[config.mk]
export PLATFORM = sky130hd
export DESIGN_NAME = soc_debug_ctrl
export DESIGN_NICKNAME = d
export VERILOG_FILES = /design/src/rtl/soc_debug_ctrl.sv
export SDC_FILE = /design/constraint.sdc
export NUM_CORES = 1
export LEC_CHECK = 0
export CAP_MARGIN = 20
export CORE_MARGIN = 2
export CORE_UTILIZATION = 55
export CTS_BUF_LIST = sky130_fd_sc_hd__clkbuf_4 sky130_fd_sc_hd__clkbuf_8 sky130_fd_sc_hd__clkbuf_16
export DETAILED_ROUTE_END_ITERATION = 7
export GPL_ROUTABILITY_DRIVEN = 0
export PLACE_DENSITY = 0.8
export SETUP_SLACK_MARGIN = 0.05
export SYNTH_ARGS = -nofsm -noshare
export SYNTH_HDL_FRONTEND = slang
export SYNTH_SLANG_ARGS = --single-unit
[constraint.sdc]
create_clock -name CLK -period 7.64 [get_ports CLK]
set_clock_uncertainty 0.15 [all_clocks]
set_input_delay 2.292 -clock CLK [delete_from_list [all_inputs] [get_ports CLK]]
set_output_delay 2.292 -clock CLK [all_outputs]
set_load 0.02 [all_outputs]
[src/rtl/soc_debug_ctrl.sv]
// AXI4-Lite debug/control slave for the rv32i core: run/stop/N-step control, PC breakpoints,
// byte-strobed and fault-injected register-file writes, and a halt-event pulse.
module soc_debug_ctrl #(
  parameter int AXI_ADDR_WIDTH = 32,
  parameter int DATA_WIDTH     = 32,
  parameter int REG_ADDR_WIDTH = 5,
  parameter int NUM_BP         = 4,
  parameter int STEP_CNT_WIDTH = 16
) (
  input  logic                      CLK,
  input  logic                      RSTn,
  output logic                      pc_stall,
  input  logic [DATA_WIDTH-1:0]     pc_read_data,
  output logic                      pc_write_enable,
  output logic [DATA_WIDTH-1:0]     pc_write_data,
  output logic [REG_ADDR_WIDTH-1:0] regfile_addr,
  input  logic [DATA_WIDTH-1:0]     regfile_read_data,
  output logic                      regfile_write_enable,
  output logic [DATA_WIDTH-1:0]     regfile_write_data,
  output logic                      halt_event,
  input  logic [AXI_ADDR_WIDTH-1:0] S_AXI_AWADDR,
  input  logic [2:0]                S_AXI_AWPROT,
  input  logic                      S_AXI_AWVALID,
  output logic                      S_AXI_AWREADY,
  input  logic [DATA_WIDTH-1:0]     S_AXI_WDATA,
  input  logic [DATA_WIDTH/8-1:0]   S_AXI_WSTRB,
  input  logic                      S_AXI_WVALID,
  output logic                      S_AXI_WREADY,
  output logic [1:0]                S_AXI_BRESP,
  output logic                      S_AXI_BVALID,
  input  logic                      S_AXI_BREADY,
  input  logic [AXI_ADDR_WIDTH-1:0] S_AXI_ARADDR,
  input  logic [2:0]                S_AXI_ARPROT,
  input  logic                      S_AXI_ARVALID,
  output logic                      S_AXI_ARREADY,
  output logic [DATA_WIDTH-1:0]     S_AXI_RDATA,
  output logic [1:0]                S_AXI_RRESP,
  output logic                      S_AXI_RVALID,
  input  logic                      S_AXI_RREADY
);

  localparam int STRB_W  = DATA_WIDTH / 8;
  localparam int RF_SPAN = 2 << REG_ADDR_WIDTH;
  localparam logic [1:0] RESP_OKAY   = 2'b00;
  localparam logic [1:0] RESP_SLVERR = 2'b10;

  typedef enum logic [2:0] {
    IDLE, RD_ISSUE, RD_RESP, WR_ADDR, WR_DATA, WR_RMW, WR_COMMIT, WR_RESP
  } state_t;

  state_t                    state_q, state_d;
  logic                      active_q;
  logic [15:0]               addr_q, addr_d;
  logic [DATA_WIDTH-1:0]     wdata_q, wdata_d, old_q, old_d, rdata_q, rdata_d;
  logic [STRB_W-1:0]         strb_q, strb_d;
  logic [1:0]                rresp_q, rresp_d, bresp_q, bresp_d;
  logic                      stall_q, stall_d, skip_q, skip_d, bp_hit_q, bp_hit_d;
  logic                      halt_event_q, halt_event_d;
  logic [STEP_CNT_WIDTH-1:0] step_remain_q, step_remain_d, step_n;
  logic [4:0]                bp_index_q, bp_index_d, bp_idx;
  logic [NUM_BP-1:0]         bp_enable_q, bp_enable_d;
  logic [DATA_WIDTH-1:0]     fault_mask_q, fault_mask_d;
  logic [DATA_WIDTH-1:0]     bp_addr_q [NUM_BP];
  logic [DATA_WIDTH-1:0]     bp_addr_d [NUM_BP];

  logic [7:0]            sel, sub;
  logic                  is_ctrl, is_rf, is_bp, rf_fault, rf_x0;
  logic [STRB_W-1:0]     wstrb_eff;
  logic                  wr_err, rd_err, bp_any, bp_match;
  logic [DATA_WIDTH-1:0] rd_data, merged;
  logic                  unused_prot_addr;

  assign unused_prot_addr = ^{S_AXI_AWPROT, S_AXI_ARPROT,
                              S_AXI_AWADDR[AXI_ADDR_WIDTH-1:16], S_AXI_ARADDR[AXI_ADDR_WIDTH-1:16]};

  assign sel      = addr_q[15:8];
  assign sub      = addr_q[7:0];
  assign is_ctrl  = (sel == 8'h01) && (sub < 8'h08);
  assign is_rf    = (sel == 8'h02) && (int'(sub) < RF_SPAN);
  assign is_bp    = (sel == 8'h03) && (int'(sub) < NUM_BP);
  assign rf_fault = sub[REG_ADDR_WIDTH];
  assign rf_x0    = (sub[REG_ADDR_WIDTH-1:0] == '0);
  assign step_n   = wdata_q[STEP_CNT_WIDTH-1:0];

  // While WDATA is being accepted the strobe is still on the bus, so the RMW decision uses it directly.
  assign wstrb_eff = (state_q == WR_DATA) ? S_AXI_WSTRB : strb_q;
  assign wr_err = !(is_ctrl || is_rf || is_bp)
                || (is_ctrl && (sub == 8'h00 || sub == 8'h05))
                || (is_rf && rf_x0)
                || ((is_ctrl || is_bp) && !(&wstrb_eff))
                || (is_rf && (wstrb_eff == '0));

  always_comb begin
    rd_data = '0;
    rd_err  = 1'b0;
    if (is_ctrl) begin
      case (sub[2:0])
        3'd0: begin
          rd_data[12:8] = bp_index_q;
          rd_data[1]    = bp_hit_q;
          rd_data[0]    = stall_q;
        end
        3'd4:    rd_data = pc_read_data;
        3'd5:    rd_data[STEP_CNT_WIDTH-1:0] = step_remain_q;
        3'd6:    rd_data[NUM_BP-1:0] = bp_enable_q;
        3'd7:    rd_data = fault_mask_q;
        default: rd_data = '0;
      endcase
    end else if (is_rf) begin
      rd_data = regfile_read_data;
    end else if (is_bp) begin
      for (int i = 0; i < NUM_BP; i++)
        if (int'(sub) == i) rd_data = bp_addr_q[i];
    end else begin
      rd_err = 1'b1;
    end
  end

  always_comb begin
    merged = '0;
    for (int b = 0; b < STRB_W; b++)
      merged[8*b +: 8] = strb_q[b] ? wdata_q[8*b +: 8] : old_q[8*b +: 8];
    regfile_write_data = rf_fault ? (merged ^ fault_mask_q) : merged;
  end

  // Lowest enabled comparator wins; skip masks the first running cycle after START/STEP.
  always_comb begin
    bp_any = 1'b0;
    bp_idx = '0;
    for (int i = NUM_BP - 1; i >= 0; i--)
      if (bp_enable_q[i] && (bp_addr_q[i] == pc_read_data)) begin
        bp_any = 1'b1;
        bp_idx = 5'(i);
      end
  end
  assign bp_match = !stall_q && !skip_q && bp_any;

  always_comb begin
    state_d              = state_q;
    addr_d               = addr_q;
    wdata_d              = wdata_q;
    strb_d               = strb_q;
    old_d                = old_q;
    rdata_d              = rdata_q;
    rresp_d              = rresp_q;
    bresp_d              = bresp_q;
    stall_d              = stall_q;
    skip_d               = skip_q;
    bp_hit_d             = bp_hit_q;
    bp_index_d           = bp_index_q;
    step_remain_d        = step_remain_q;
    bp_enable_d          = bp_enable_q;
    fault_mask_d         = fault_mask_q;
    bp_addr_d            = bp_addr_q;
    pc_write_enable      = 1'b0;
    regfile_write_enable = 1'b0;

    if (!stall_q) begin
      skip_d = 1'b0;
      if (step_remain_q != '0) begin
        step_remain_d = step_remain_q - 1'b1;
        if (step_remain_q == STEP_CNT_WIDTH'(1)) stall_d = 1'b1;
      end
    end
    if (bp_match) begin
      stall_d       = 1'b1;
      bp_hit_d      = 1'b1;
      bp_index_d    = bp_idx;
      step_remain_d = '0;
    end

    case (state_q)
      IDLE: begin
        if (active_q && S_AXI_ARVALID) begin
          addr_d  = S_AXI_ARADDR[15:0];
          state_d = RD_ISSUE;
        end else if (active_q && S_AXI_AWVALID) begin
          state_d = WR_ADDR;
        end
      end
      RD_ISSUE: begin
        rdata_d = rd_data;
        rresp_d = rd_err ? RESP_SLVERR : RESP_OKAY;
        state_d = RD_RESP;
      end
      RD_RESP: if (S_AXI_RREADY) state_d = IDLE;
      WR_ADDR: begin
        if (S_AXI_AWVALID) begin
          addr_d  = S_AXI_AWADDR[15:0];
          state_d = WR_DATA;
        end
      end
      WR_DATA: begin
        if (S_AXI_WVALID) begin
          wdata_d = S_AXI_WDATA;
          strb_d  = S_AXI_WSTRB;
          state_d = (!wr_err && is_rf && !(&S_AXI_WSTRB)) ? WR_RMW : WR_COMMIT;
        end
      end
      WR_RMW: begin
        old_d   = regfile_read_data;
        state_d = WR_COMMIT;
      end
      WR_COMMIT: begin
        bresp_d = wr_err ? RESP_SLVERR : RESP_OKAY;
        state_d = WR_RESP;
        if (!wr_err) begin
          if (is_rf) begin
            regfile_write_enable = 1'b1;
          end else if (is_bp) begin
            for (int i = 0; i < NUM_BP; i++)
              if (int'(sub) == i) bp_addr_d[i] = wdata_q;
          end else begin
            case (sub[2:0])
              3'd1: begin
                stall_d       = 1'b0;
                step_remain_d = '0;
                skip_d        = 1'b1;
                bp_hit_d      = 1'b0;
              end
              3'd2: begin
                stall_d       = 1'b1;
                step_remain_d = '0;
              end
              3'd3: begin
                stall_d       = 1'b0;
                step_remain_d = (step_n == '0) ? STEP_CNT_WIDTH'(1) : step_n;
                skip_d        = 1'b1;
                bp_hit_d      = 1'b0;
              end
              3'd4:    pc_write_enable = 1'b1;
              3'd6:    bp_enable_d = wdata_q[NUM_BP-1:0];
              3'd7:    fault_mask_d = wdata_q;
              default: ;
            endcase
          end
        end
      end
      WR_RESP: if (S_AXI_BREADY) state_d = IDLE;
      default: state_d = IDLE;
    endcase
  end

  assign halt_event_d = !stall_q && stall_d;

  always_ff @(posedge CLK or negedge RSTn) begin
    if (!RSTn) begin
      state_q       <= IDLE;
      active_q      <= 1'b0;
      addr_q        <= '0;
      wdata_q       <= '0;
      strb_q        <= '0;
      old_q         <= '0;
      rdata_q       <= '0;
      rresp_q       <= RESP_OKAY;
      bresp_q       <= RESP_OKAY;
      stall_q       <= 1'b1;
      skip_q        <= 1'b0;
      bp_hit_q      <= 1'b0;
      bp_index_q    <= '0;
      step_remain_q <= '0;
      bp_enable_q   <= '0;
      fault_mask_q  <= '0;
      halt_event_q  <= 1'b0;
      for (int i = 0; i < NUM_BP; i++) bp_addr_q[i] <= '0;
    end else begin
      state_q       <= state_d;
      active_q      <= 1'b1;
      addr_q        <= addr_d;
      wdata_q       <= wdata_d;
      strb_q        <= strb_d;
      old_q         <= old_d;
      rdata_q       <= rdata_d;
      rresp_q       <= rresp_d;
      bresp_q       <= bresp_d;
      stall_q       <= stall_d;
      skip_q        <= skip_d;
      bp_hit_q      <= bp_hit_d;
      bp_index_q    <= bp_index_d;
      step_remain_q <= step_remain_d;
      bp_enable_q   <= bp_enable_d;
      fault_mask_q  <= fault_mask_d;
      halt_event_q  <= halt_event_d;
      bp_addr_q     <= bp_addr_d;
    end
  end

  assign pc_stall      = stall_q | bp_match;
  assign pc_write_data = wdata_q;
  assign regfile_addr  = addr_q[REG_ADDR_WIDTH-1:0];
  assign halt_event    = halt_event_q;
  assign S_AXI_ARREADY = (state_q == IDLE) && active_q;
  assign S_AXI_AWREADY = (state_q == WR_ADDR);
  assign S_AXI_WREADY  = (state_q == WR_DATA);
  assign S_AXI_BVALID  = (state_q == WR_RESP);
  assign S_AXI_BRESP   = bresp_q;
  assign S_AXI_RVALID  = (state_q == RD_RESP);
  assign S_AXI_RDATA   = rdata_q;
  assign S_AXI_RRESP   = rresp_q;

endmodule
Word-level counts from Yosys, hierarchy flattened
Cells that the tools add are included.
W data, S select, Z words.
{"block": "totals", "register_bits": 313, "input_bits": 177, "output_inout_bits": 114, "word_cells": 198}
{"block": "classes", "add_sub_neg": 1, "n_lt_le_gt_ge": 3, "n_eq_ne": 32, "n_mux": 81, "bitwise_logic": 5, "n_reduce_logical": 55}
{"cell": "$mux W32", "n": 8}
{"cell": "$mux W16", "n": 10}
{"cell": "$eq A32 B32 Y1", "n": 4}
{"cell": "$pmux W16 S2", "n": 3}
{"cell": "$mux W1", "n": 35}
{"cell": "$reduce_and A5 Y1", "n": 7}
{"cell": "$mux W8", "n": 4}
{"cell": "$xor A32 B32 Y32", "n": 1}
{"cell": "$eq A3 B3 Y1 const B", "n": 8}
{"cell": "$eq A8 B2 Y1 const B", "n": 3}
{"cell": "$eq A8 B3 Y1 const B", "n": 3}
{"cell": "$pmux W3 S8", "n": 1}
{"cell": "$pmux W5 S4", "n": 1}
{"cell": "$logic_and A1 B1 Y1", "n": 19}
{"cell": "$mux W3", "n": 6}
{"cell": "$eq A16 B1 Y1 const B", "n": 1}
{"cell": "$logic_not A16 Y1", "n": 1}
{"cell": "$logic_not A8 Y1", "n": 2}
{"cell": "$reduce_bool A16 Y1", "n": 1}
{"cell": "$sub A16 B1 Y16 const B", "n": 1}
{"cell": "$mux W5", "n": 3}
{"cell": "$eq A3 B2 Y1 const B", "n": 4}
{"cell": "$pmux W4 S3", "n": 1}
{"cell": "$pmux W2 S5", "n": 1}
{"cell": "other kinds (25)", "n": 49}

Longest topological paths before layout
Gate-level depths: netlist of run 1.
{"block": "logic_depth", "ltp_word": 15, "ltp_mapped": 9, "depth_no_buf": 7}

Worst setup path before layout of run 1
Ideal clock, no wire load.
{"block": "synth_timing", "path_kind": "input to output", "start": "input port pc_read_data[16]", "end": "output port pc_stall", "arrival_ns": 3.831, "required_time_ns": 5.198, "setup_slack_ns": 1.367, "path_stages": 7, "path_buffers": 1, "cell_sequence": "clkbuf_1 -> xor2_1 -> nor4_1 -> nand4_1 -> nor4_1 -> o41ai_1 -> nand2b_1"}
{"block": "synth_between", "elab_chain_cells": 8, "word_cells_on_any_way": 14, "cone_classes": "eq/ne (4); mux (4); bitwise (1); reduce/logical (5)"}
{"item": "from (decl)", "line_no": "13", "source": "input logic [DATA_WIDTH-1:0] pc_read_data,"}
{"item": "$eq A32 B32 Y1", "line_no": "131", "source": "if (bp_enable_q[i] && (bp_addr_q[i] == pc_read_data)) begin"}
{"item": "$logic_and A1 B1 Y1", "line_no": "131"}
{"item": "$mux W1 (3 in series)", "line_no": "131"}
{"item": "$mux W1 (*)", "line_no": "131"}
{"item": "$logic_and A1 B1 Y1 (*)", "line_no": "136", "source": "assign bp_match = !stall_q && !skip_q && bp_any;"}
{"item": "$or A1 B1 Y1 (*)", "line_no": "288", "source": "assign pc_stall = stall_q | bp_match;"}
{"item": "to (decl)", "line_no": "12", "source": "output logic pc_stall,"}
Every way passes the cells marked *; elsewhere a longest branch is shown, timed or not.

Final worst setup path of run 1
{"block": "layout_timing", "start": "input port pc_read_data[24]", "end": "output port pc_stall"}
The elaborated chain is that of the path after synthesis.

==> summary.md, run 1 <==
| Metric | Value |
|---|---|
| Synth top area share | between 40% and 50% |
| Port bufs | 250 |
| Drt first pass iters | 7 |
| Final Util | roughly 69% |
| Vias | 13.6k |
| Area Growth Syn to Fin | 23.8% |
| DP Wirelength | 35100 µm |
| Yosys reg bits | between 300 and 400 |
| Clock sinks | 308 |
| Vias in the first global route | 13.5k |
| CP max-delay cell | nor4_1 |
| Share of cells above drive strength 1 | between 10% and 20% |
| Slew Limit Fails | 0 |
| Compound-cell area share of the yosys netlist | between 10% and 20% |
| Clock buffer depth | 3 |
| Syn. warnings | 0 |
| Post-synth top cells | 307 x dfrtp_1, 197 x mux2_2, 154 x nand2_1 |
| Worst EP arrival | around 5100 ps |
| Post-CTS setup buffer count | 0 |
| Count leader, synth | dfrtp_1 |
| RSZ-0062 raised after global routing | false |
| Synth area leaders | dfrtp_1 46%, mux2_2 13%, xor2_1 7.6% |
| CTS buffer count | 36 |
| Die height | 178 µm |
| PD cells | 331 mW/mm² |
| Worst min path class | reg -> reg |
| Chip width | between 150 and 200 µm |
| Synth Area per Inst | about 11 µm² |
| Rel. slew slack | between 20% and 30% |
| H-tree depth | 2 |
| # setup viols final | 0 |
| Max-cap violation count | 0 |
| Final hold violation count | 0 |
| Post-synthesis sequential area ratio | between 40% and 50% |
| Avg Vias per Cell | roughly 6.4 |
| Synth area leader | dfrtp_1 |
| Simple-gate portion of the synthesized area | about a tenth |
| Post-synthesis mux area share | between 10% and 20% |
| CP endpoint kind | output port |
| Async SR Flop Fraction | 100% |
| TNS Setup | 0 ps |
| Detailed Route Iter0 Violations | between 1.5k and 2k |
| Mapped Area | between 0.015 and 0.02 mm² |
| Starting Density | 56.1% |
| Largest net degree at the start of global routing | 157 |
| Drt total wl | 52000 µm |
| Post-Synth XOR/XNOR Area | slightly below 9% |
| Status | completed |
| Num rows | 63 |
| Cell variety after synth | 70 |
| Top-level port count | 291 |
| Post-synth EDFFs | 0 |
| Worst-path clk slew | about 50 ps |
| CP startpoint kind | input port |
| Static leakage | 9.18 nW |
| Layout net count | about 1.9k |
| Tmin final | between 7000 and 8000 ps |
| Post-Synth Adder-Cell Area | less than 1% |
| TritonCTS clock tree | yes |
| Crit path largest cell delay | roughly 600 ps |
| Core area | ~0.030 mm² |
| Latest clock arrival within the worst-skew pair | around 520 ps |
| First-pass GRT wire length | ~80000 µm |
| GR Overflow Total | 0 |
| Tot GR Track Use | between 30% and 40% |
| Die ar. | between 0.03 and 0.04 mm² |
| Initial antenna violation count | 3 |
| CTS Root Cell | clkbuf_16 |
| Largest family of logic cells by synthesized area | multiplexers |
| DRC viols | 0 |
| WS Path Type | in -> out |
| FMAX | ~130 MHz |
| Synth Flop Type | dfrtp_1 |
| Worst path cell trace | clkdlybuf4s50_1, xor2_1, nor4_1, nand3_1, nor4_2, buf_4, o41ai_2, nand2b_1, clkdlybuf4s50_1 |
| Post-Syn Instances | around 1.5k |
| Wirelength per Cell | roughly 25 µm |
| Crit share post-route | between 90% and 100% |
| Peak supply drop | approximately 0.25 mV |
| Req. time, crit path | between 5000 and 6000 ps |
| Actual slew at the worst max-slew pin | 1160 ps |
| Most common cell on crit path | clkdlybuf4s50_1 |
| CP Max Fanout | 5 |
| Antenna Violating Nets Remaining | 0 |
==> cell type report <==
cell class              count  area [µm²]
diodes                      1        2.50
repair buffers            284        2780
inverters                  16        60.1
flip-flops and latches    308        7710
clock inverters             9        77.6
well taps                 390         488
fillers                  2164        9090
multi-input cells        1061        8390
clock buffers              54        1110
==> power by group <==
group / internal (W) / switching [W] / leakage [nW] / total (W)
Sequential: 0.00198 / 0.000574 / 3.97 / 0.00255
Combinational: 0.00122 / 0.00134 / 4.61 / 0.00256
Clock: 0.00104 / 0.000680 / 0.604 / 0.00172
==> worst paths after layout <==
kind	from	endpoint	slack, ps	depth (start not counted)
setup / recovery	pc_read_data[24]	pc_stall	70	9
hold / removal	S_AXI_BRESP[1]$_DFFE_PN0N_	S_AXI_BRESP[1]$_DFFE_PN0N_	350	1
setup reg to reg	addr_q[0]$_DFFE_PN0P_	bp_addr_q[9]$_DFFE_PN0P_	3650	5
hold reg to reg	S_AXI_BRESP[1]$_DFFE_PN0N_	S_AXI_BRESP[1]$_DFFE_PN0N_	350	1
max in group asynchronous	RSTn	step_remain_q[15]$_DFF_PN0_	4310	2
min in group asynchronous	RSTn	pc_write_data[24]$_DFFE_PN0P_	1600	1
==> flip-flops by register name, indices dropped and copies added, names as in the netlist, 2 cells and up <==
register       flops
S_AXI_RDATA       32
addr_q            16
bp_addr_q        128
bp_enable_q        4
bp_index_q         2
fault_mask_q      32
old_q             32
pc_write_data     32
state_q            3
step_remain_q     16
strb_q             4
==> metrics by stage <==
step                      power (W)  worst slack, ps  instances  hold slack (ps)  instance area, µm²
after global routing        0.00714             47.4       2122              358               20600
after CTS                   0.00682              116       2121              349               20600
after detailed placement    0.00509             56.6       2058              337               19400
after floorplan             0.00390             1370       1528              313               16700
after global placement      0.00503             91.0       2058              329               19400
final                       0.00683             67.9       2123              349               20600
==> layout by cell type, fill, tap and decap left out, types with 17 or more instances in the layout <==
cell type and count:
nor4_1 34, clkbuf_16 37, a22o_1 17, o211ai_1 20, o21ai_0 20, buf_4 32, xnor2_1 25, mux2i_1 50
nand2_1 154, a31oi_1 35, xor2_1 144, mux2_1 35, nor2_1 64, dfrtp_1 307, a21oi_1 22, clkdlybuf4s50_1 247
mux2_2 197, a22oi_1 52
==> cell families (layout without fill, tap and decap cells) <==
family | count (synthesis) | after routing
DFF | 308 | 308
xor gates and xnor gates | 169 | 169
other | 2 | 4
buffers and inverters | 159 | 363
adders and majority gates | 3 | 3
muxes | 285 | 285
and+or+nand+nor | 358 | 358
AOI/OAI and AO/OA | 243 | 243
==> layer usage <==
| layer | part of all wire (%) | track usage (%) | vias to the layer above |
|---|---|---|---|
| met2 | 47 | 52.8 | 768 |
| li1 | - | - | 5848 |
| met1 | 40 | 43.4 | 6819 |
| met4 | 3.9 | 12.1 | 2 |
| met5 | 0.029 | 0 | - |
| met3 | 9.9 | 8.12 | 166 |
==> repair_timing <==
item	4_1_cts	5_1_grt
endpoints found under the hold margin	0	0
gates resized for setup	1	6
hold buffers	0	0
setup endpoints to repair	1	1
==> worst max-delay path: cells and delay by family <==
kind                   cells  cell delay (ps)
buffers and inverters      3             1380
AO/OA/AOI/OAI              1              100
XOR/XNOR                   1              230
AND/OR/NAND/NOR            4             1120
(Power assumes the default switching activity.)
==> inputs of run 2 (changes only) <==
CORE_UTILIZATION = 35   (was 55)
PLACE_DENSITY = 0.54   (was 0.8)
SKIP_LAST_GASP = 1   (was unset)
==> run 2 against run 1 <==
Effect of this change: global-route usage shrank 9.0 points; clock power grew 9%; wire length up 14%; critical path type unchanged; fmax grew 3.0%; sequential share of layout area down 1.2 points.
==> summary.md, run 2 (synthesized netlist as in run 1, its figures left out) <==
| Metric | Value |
|---|---|
| Status | completed |
| Worst min path class | reg -> reg |
| Area Growth Syn to Fin | 27.8% |
| Tot GR Track Use | 23.9% (-9.0 points) |
| Req. time, crit path | 5200 ps (about the same) |
| RSZ-0062 raised after global routing | false |
| Starting Density | 35.6% (-20 points) |
| DP Wirelength | 40900 µm (+16%) |
| GR Overflow Total | 0 (unchanged) |
| CTS Root Cell | clkbuf_16 |
| Latest clock arrival within the worst-skew pair | 570 ps (+50 ps) |
| Num rows | 79 (+25%) |
| Most common cell on crit path | buf_4 |
| TritonCTS clock tree | yes |
| Clock buffer depth | 3 (unchanged) |
| FMAX | 136 MHz (+3.0%) |
| Antenna Violating Nets Remaining | 0 (unchanged) |
| Cell Area, Placed | 0.0199 mm² (+2.8%) |
| H-tree depth | 2 (unchanged) |
| Actual slew at the worst max-slew pin | 1120 ps (-32.3 ps) |
| Final instance area | 0.0213 mm² (+3.2%) |
| Avg Vias per Cell | 5.53 (-14%) |
| Slew Limit Fails | 0 (unchanged) |
| Core area | 0.0468 mm² (+57%) |
| Filler cell count | 4419 (+100%) |
| Worst path cell trace | clkdlybuf4s50_1, xor2_1, buf_4, nor4_2, nand4_1, nor4_1, buf_4, o41ai_2, nand2b_1, dlygate4sd2_1 |
| Tmin final | 7350 ps (-224 ps) |
| Sequential share of power | 35.3% (-2.1 points) |
| Reg with most FFs | bp_addr_q |
| Detailed Route Iter0 Violations | 1119 (-28%) |
| CP endpoint kind | output port |
| Rel. slew slack | 24.9% (+2.2 points) |
| Total area of sequential cells | 0.00771 mm² (unchanged) |
| Crit share post-route | 96.2% (-2.9 points) |
| Static leakage | 9.40 nW (+2.4%) |
| Crit path largest cell delay | 550 ps (-50 ps) |
| Largest net degree at the start of global routing | 110 (-30%) |
| Die ar. | 0.0494 mm² (+56%) |
| WS Path Type | in -> out |
| Drt first pass iters | 7 (unchanged) |
| Worst EP arrival | 4910 ps (-220 ps) |
| CP startpoint kind | input port |
| Layout Cells excl Fill | 2379 (+12%) |
| PD cells | 333 mW/mm² (+0.42%) |
| Layout net count | 1927 (+2.1%) |
| Max-cap violation count | 0 (unchanged) |
| First-pass GRT wire length | 88400 µm (+11%) |
| CP max-delay cell | clkdlybuf4s50_1 |
| Worst-path clk slew | 50 ps (about the same) |
| Most frequent cells in the layout | 307 x dfrtp_1, 247 x clkdlybuf4s50_1, 197 x mux2_2 |
| Drt total wl | 59400 µm (+14%) |
| Share of cells above drive strength 1 | 20.8% (+1.8 points) |
| Initial antenna violation count | 1 (-2) |
| Port bufs | 250 (unchanged) |
| Vias | 13.2k (-3.3%) |
| Sw Ratio | 38.5% (+0.46 points) |
| Footprint of the multi-input gates | 0.00839 mm² (about the same) |
| Int Pwr | 0.00436 W (+2.9%) |
| Comb power frac | 38.3% (+0.8 points) |
| # setup viols final | 0 (unchanged) |
| Clock sinks | 308 (unchanged) |
| Final hold violation count | 0 (unchanged) |
| Switching power | 0.00273 W (+4.9%) |
| Clock power frac | 26.4% (+1.3 points) |
| Final Util | 45.5% (-24 points) |
| Top-level port count | 291 (unchanged) |
| Max reg flops | 128 (unchanged) |
| CTS buffer count | 39 (+8.3%) |
| DRC viols | 0 (unchanged) |
| CP Max Fanout | 5 (unchanged) |
| Wirelength per Cell | 25.0 µm (+1.9%) |
| Peak supply drop | 0.175 mV (-30%) |
| Die height | 222 µm (+25%) |
| DP Cell Count | 2311 (+12%) |
| Vias in the first global route | 13.3k (-2.0%) |
| Post-CTS setup buffer count | 0 (unchanged) |
| Post-CTS Hold Fix Bufs | 0 (unchanged) |
| Chip width | 222 µm (+25%) |
| Most common cell after layout, fill and taps aside | dfrtp_1 |
| Total Power | 0.00708 W (+3.6%) |
==> run 2: path summary, 6_finish.rpt <==
kind | start | endpoint | slack (ps) | cells past startpoint
max in group asynchronous | RSTn | addr_q[15]$_DFFE_PN0P_ | 4370 | 2
setup / recovery | pc_read_data[19] | pc_stall | 290 | 10
hold / removal | S_AXI_BRESP[1]$_DFFE_PN0N_ | S_AXI_BRESP[1]$_DFFE_PN0N_ | 340 | 1
min in group asynchronous | RSTn | old_q[19]$_DFFE_PN0P_ | 1640 | 1
hold reg to reg | S_AXI_BRESP[1]$_DFFE_PN0N_ | S_AXI_BRESP[1]$_DFFE_PN0N_ | 340 | 1
setup reg to reg | state_q[2]$_DFFE_PN0P_ | fault_mask_q[24]$_DFFE_PN0P_ | 3860 | 7
==> run 2: final cells by class <==
cell class	count	area share, %
Inverter	16	0.282
Tap cell	607	3.57
Clock buffer	59	5.70
Sequential cell	308	36.2
Antenna cell	1	0.0118
Multi-Input combinational cell	1061	39.4
Clock inverter	6	0.347
Timing Repair Buffer	321	14.5
==> run 2: what timing repair did <==
| item | CTS | global route |
|---|---|---|
| endpoints found under the hold margin | 0 | 0 |
| gates resized for setup | 7 | 0 |
| endpoints found under the setup margin | 1 | 0 |
==> run 2: power groups by stage <==
stage / clock [W] / combinational (W) / sequential, W
after floorplan: 0 / 0.00146 / 0.00244
after global placement: 0 / 0.00270 / 0.00251
after detailed placement: 0 / 0.00272 / 0.00253
after CTS: 0.00191 / 0.00273 / 0.00250
after global routing: 0.00198 / 0.00290 / 0.00256
final: 0.00187 / 0.00271 / 0.00250
==> run 2: worst max-delay path: cells and delay by family <==
| kind | cells | cell delay, ps |
|---|---|---|
| AOI/OAI and AO/OA | 1 | 110 |
| xor gates and xnor gates | 1 | 200 |
| buffers and inverters | 4 | 1270 |
| and+or+nand+nor | 4 | 1010 |
==> run 2: per-layer routing <==
layer	global-route usage (%)	up-vias	share of wire (%)
met5	0	-	0
met4	6.54	0	2.4
met3	4.44	81	6.5
met2	38.9	439	48
met1	32.7	6692	44
li1	-	5945	-
==> run 2: stage by stage <==
| step | worst slack [ps] | TNS, ps | hold slack, ps |
|---|---|---|---|
| 3_5_place_dp | -93.1 | -93.1 | 334 |
| 3_3_place_gp | -62.5 | -62.5 | 325 |
| 2_1_floorplan | 1370 | 0 | 313 |
| 5_1_grt | 192 | 0 | 358 |
| 6_report | 291 | 0 | 343 |
| 4_1_cts | 316 | 0 | 347 |
